`src/rtl/branch_target_predictor.sv`:
```
// Direct-mapped BTB with 2-bit saturating counters; same-cycle lookup for fetch, registered update from execute.
// Lookup is combinational (read-before-write); one update per cycle, always accepted, no backpressure.
module branch_target_predictor #(
  parameter int PC_WIDTH  = 32,
  parameter int ENTRY_NUM = 64
) (
  input  logic                clk,
  input  logic                rst,
  input  logic [PC_WIDTH-1:0] fetchPc,
  output logic                predictTaken,
  output logic [PC_WIDTH-1:0] predictTarget,
  input  logic [PC_WIDTH-1:0] exPc,
  input  logic                exIsBranch,
  input  logic                exIsBranchTaken,
  input  logic [PC_WIDTH-1:0] exIrregPc
);

  localparam int INDEX_WIDTH = $clog2(ENTRY_NUM);
  localparam int TAG_WIDTH   = PC_WIDTH - INDEX_WIDTH - 2;

  logic                valid_q  [ENTRY_NUM];
  logic                valid_d  [ENTRY_NUM];
  logic [TAG_WIDTH-1:0] tag_q   [ENTRY_NUM];
  logic [TAG_WIDTH-1:0] tag_d   [ENTRY_NUM];
  logic [PC_WIDTH-1:0] target_q [ENTRY_NUM];
  logic [PC_WIDTH-1:0] target_d [ENTRY_NUM];
  logic [1:0]          ctr_q    [ENTRY_NUM];
  logic [1:0]          ctr_d    [ENTRY_NUM];

  logic [INDEX_WIDTH-1:0] fetch_idx;
  logic [TAG_WIDTH-1:0]   fetch_tag;
  logic [INDEX_WIDTH-1:0] ex_idx;
  logic [TAG_WIDTH-1:0]   ex_tag;
  logic                   fetch_hit;
  logic                   ex_hit;
  logic                   upd_en;
  logic                   unused_pc_lsbs;

  assign fetch_idx      = fetchPc[INDEX_WIDTH+1:2];
  assign fetch_tag      = fetchPc[PC_WIDTH-1:INDEX_WIDTH+2];
  assign ex_idx         = exPc[INDEX_WIDTH+1:2];
  assign ex_tag         = exPc[PC_WIDTH-1:INDEX_WIDTH+2];
  assign unused_pc_lsbs = ^{fetchPc[1:0], exPc[1:0]};

  // Lookup reads the registered table, so a same-cycle update is not visible until next cycle.
  always_comb begin
    fetch_hit     = valid_q[fetch_idx] && (tag_q[fetch_idx] == fetch_tag);
    predictTaken  = !rst && fetch_hit && ctr_q[fetch_idx][1];
    predictTarget = predictTaken ? target_q[fetch_idx] : '0;
  end

  always_comb begin
    valid_d  = valid_q;
    tag_d    = tag_q;
    target_d = target_q;
    ctr_d    = ctr_q;
    upd_en   = exIsBranch && !rst;
    ex_hit   = valid_q[ex_idx] && (tag_q[ex_idx] == ex_tag);
    if (upd_en) begin
      if (ex_hit) begin
        if (exIsBranchTaken) begin
          if (ctr_q[ex_idx] != 2'b11) ctr_d[ex_idx] = ctr_q[ex_idx] + 2'd1;
          target_d[ex_idx] = exIrregPc;
        end else if (ctr_q[ex_idx] != 2'b00) begin
          ctr_d[ex_idx] = ctr_q[ex_idx] - 2'd1;
        end
      end else if (exIsBranchTaken) begin
        // Taken miss evicts whatever aliases into this slot.
        valid_d[ex_idx]  = 1'b1;
        tag_d[ex_idx]    = ex_tag;
        target_d[ex_idx] = exIrregPc;
        ctr_d[ex_idx]    = 2'b10;
      end
    end
  end

  always_ff @(posedge clk) begin
    for (int i = 0; i < ENTRY_NUM; i++) begin
      if (rst) begin
        valid_q[i] <= 1'b0;
        ctr_q[i]   <= 2'b01;
      end else begin
        valid_q[i] <= valid_d[i];
        ctr_q[i]   <= ctr_d[i];
      end
    end
  end

  // Tag and target carry no reset; a cleared valid bit masks them.
  always_ff @(posedge clk) begin
    for (int i = 0; i < ENTRY_NUM; i++) begin
      tag_q[i]    <= tag_d[i];
      target_q[i] <= target_d[i];
    end
  end

endmodule

```
`config.mk`:
```
export PLATFORM = sky130hd
export DESIGN_NAME = branch_target_predictor
export DESIGN_NICKNAME = d
export VERILOG_FILES = /design/src/rtl/branch_target_predictor.sv
export SDC_FILE = /design/constraint.sdc
export NUM_CORES = 2
export LEC_CHECK = 0
export CORE_ASPECT_RATIO = 1.25
export CORE_UTILIZATION = 50
export DETAILED_ROUTE_END_ITERATION = 6
export PLACE_DENSITY = 0.66
export SLEW_MARGIN = 20
export SYNTH_ARGS = -nofsm -noshare
export SYNTH_HDL_FRONTEND = slang
export SYNTH_SLANG_ARGS = --single-unit
```
`constraint.sdc`:
```
create_clock -name clk -period 17 [get_ports clk]
set_input_delay 1.7 -clock clk [delete_from_list [all_inputs] [get_ports clk]]
set_output_delay 1.7 -clock clk [all_outputs]
set_load 0.01 [all_outputs]
```
==> out/results.ini <==
[synth]
ys_seq_area_share_pct = 70.0
synth_fp_nets = 8210
syn-instance-count = 8108
average_footprint_of_a_synthesized_cell_um2 = 19.7
yosys_warnings = 0
synth.cell_area_um2 = 159000
synth-edff-count = 3584
fraction_of_registers_with_async_set_or_reset_after_synthesis_pct = 0
synth_top_area_share_pct = 67.5
yosys-top-cells-area = sky130_fd_sc_hd__edfxtp_1 (68%), sky130_fd_sc_hd__mux4_2 (18%), sky130_fd_sc_hd__dfxtp_1 (2.4%)
yosys_most_used_dff = sky130_fd_sc_hd__edfxtp_1
netlist.top_cell.by_area = sky130_fd_sc_hd__edfxtp_1
synth.ff_latch_count = 3776
synthDistinctLibCells = 73

[worst_setup_path]
critPathLaunchType = input pin
reg2reg_from = tag_q[1219]$_DFFE_PP_
worst-setup-path-type = input pin to output pin
worst_setup_path_end_kind = output pin
ff2ff_path_depth = 14
critPathRequiredTime_ps = 15300
timing.critical_path.fanout_max = 87
cp-startpoint = fetchPc[3]
crit_arrival_ps = 9590

[route]
drt-initial-drc-count = 14049
viasPerCell = 7.13
via_count = 91216
drc = 0
postRouteWirelength_mm = 518
drtPass1Iterations = 6
final_antenna_net_count = 0
routed_length_per_instance_um = 40.5

[job]
drv_cap = 0

[cts]
root_driver = sky130_fd_sc_hd__clkbuf_16
clock_tree.buffer_depth = 4
clk-insertion-delay-late_ps = 960
numCtsBuffers = 374
post_cts_resize_count = 0
htree_levels = 5
cts_setup_buffers = 0
clk_pin_slew_worst_paths_ps = 70
cts_sinks = 3776
cts_tree = yes
ctsHoldBuffers = 0

[power_and_ir_drop]
cellLeakagePower_nw = 55.2
p_per_area_nw_per_um2 = 110
max-vdd-ir-drop_mv = 0.107

[sta]
setup_slack_ps = 5710
min_period_ps = 11290
report.final.slew_viol_count = 0
rsz_0062_raised_after_global_routing = false
worstMarginPinSlew_ps = 1240
final.period_utilization_pct = 66.4
maxSlewHeadroom_pct = 17.3
setup_viol = 0
hold_viol_final = 0
finalClockSkew_ps = 109
achievable-frequency_mhz = 88.5
setup-tns-final_ps = 0

[hold_path]
holdCritStartpoint = valid_q[41]$_SDFFE_PP0P_
hold-path-cell-count = 2
min_path_type = register to register

[die]
core-area_um2 = 317000
fp-row-count = 231
floorplan.die.height_um = 633
die-area_um2 = 321000
io_pins = 133
die_width_um = 507
initial_core_util_pct = 50.3

[status]
result_of_the_run = finished clean

[layout]
fin_nets = 8388
layout-drive-gt1-share_pct = 28.3
most_common_cell_after_layout_fill_and_taps_aside = sky130_fd_sc_hd__edfxtp_1
final_cells = 12793
fillerInstances = 23514
area_growth_pct = 11.8
final_cell_mix = sky130_fd_sc_hd__edfxtp_1 (3584), sky130_fd_sc_hd__mux4_2 (1293), sky130_fd_sc_hd__clkbuf_16 (385)

[grt]
overall_routing_resource_usage_pct = 32.1
globalRouteOverflowTotal = 0
grt_busiest_layer = met2
grt_antenna_before_repair = 29
grt_first_pass_wirelength_mm = 711
use_met1_pct = 40.7
grt_max_degree = 172
groute.layer.met2.usage_pct = 51.0
grt_pass1_vias = 90068
met3_track_usage_gr_pct = 6.78

[place]
gp_congestion = 0.887
portBuffers = 128
place_worst_setup_slack_ps = 6100
dp.cells = 12101
place.detailed.hpwl_mm = 268

==> metrics by stage <==
| stage | area (um^2) | hold slack, ps | util (%) | total power [W] |
|---|---|---|---|---|
| global route | 178000 | 537 | 56.2 | 0.0201 |
| global placement | 166000 | 480 | 52.4 | 0.0116 |
| finish | 178000 | 502 | 56.2 | 0.0196 |
| CTS | 178000 | 503 | 56.2 | 0.0197 |
| floorplan | 159000 | 453 | - | 0.0111 |
| detailed placement | 166000 | 486 | 52.4 | 0.0116 |
==> registers in the layout, indices dropped and copies added (netlist names) <==
register	cells
ctr_q	128
tag_q	1536
valid_q	64
target_q	2048
==> logic make-up (layout without fill, tap and decap cells) <==
family,count (synthesis),in the layout,synth area share [%]
AOI/OAI and AO/OA,1074,1074,4.52
xor gates and xnor gates,48,48,0.264
adders and majority gates,2,2,0.0157
buffers and inverters,612,1091,1.79
DFF,3776,3776,70.0
muxes,1687,1687,20.8
other,0,12,0
and+or+nand+nor,909,909,2.64
==> Yosys cell counts (all sizes together), types with 60 or more instances <==
| cell type | count |
|---|---|
| nand3 | 60 |
| a221oi | 146 |
| a22oi | 149 |
| nand2 | 175 |
| dfxtp | 192 |
| clkbuf | 282 |
| mux2i | 312 |
| nor2 | 436 |
| a21oi | 197 |
| mux4 | 1293 |
| mux2 | 82 |
| o22ai | 77 |
| nor2b | 104 |
| o21ai | 266 |
| buf | 320 |
| edfxtp | 3584 |
==> where the power goes <==
group / switching, W / internal [W] / total [W]
Combinational: 0.000776 / 0.000474 / 0.00125
Sequential: 0.00000724 / 0.0102 / 0.0102
Clock: 0.00357 / 0.00463 / 0.00819
==> cell type report <==
| cell class | instances | area [um^2] | area share, % |
|---|---|---|---|
| repair buffers | 404 | 3320 | 1.86 |
| multi-input cells | 3720 | 46200 | 25.9 |
| well taps | 4194 | 5250 | 2.95 |
| diodes | 12 | 30.0 | 0.0169 |
| clock buffers | 457 | 9960 | 5.59 |
| flip-flops and latches | 3776 | 111000 | 62.6 |
| clock inverters | 220 | 1950 | 1.10 |
| inverters | 10 | 41.3 | 0.0232 |
==> final timing paths <==
| kind | to | slack (ps) |
|---|---|---|
| setup reg to reg | tag_q[1354]$_DFFE_PP_ | 10350 |
| setup / recovery | predictTarget[8] | 5710 |
| hold / removal | valid_q[41]$_SDFFE_PP0P_ | 500 |
| hold reg to reg | valid_q[41]$_SDFFE_PP0P_ | 500 |
==> per-layer routing <==
metal / vias to the layer above / part of all wire (%)
met5: - / 0.033
met4: 16 / 7.2
met3: 1622 / 11
met2: 6734 / 47
met1: 48199 / 34
li1: 34645 / -
==> worst max-delay path, cell delays in order <==
cell	delay [ps]
sky130_fd_sc_hd__buf_8	540
sky130_fd_sc_hd__buf_4	950
sky130_fd_sc_hd__buf_4	930
sky130_fd_sc_hd__mux4_2	430
sky130_fd_sc_hd__mux4_2	510
sky130_fd_sc_hd__mux2i_1	150
sky130_fd_sc_hd__nor2_1	80
sky130_fd_sc_hd__a21oi_1	270
sky130_fd_sc_hd__xnor2_1	240
sky130_fd_sc_hd__nor4_1	1010
sky130_fd_sc_hd__nand4_1	140
sky130_fd_sc_hd__or4_2	690
sky130_fd_sc_hd__buf_4	320
sky130_fd_sc_hd__a211oi_1	620
sky130_fd_sc_hd__clkdlybuf4s50_1	660
Power figures use the tool's default switching activity.
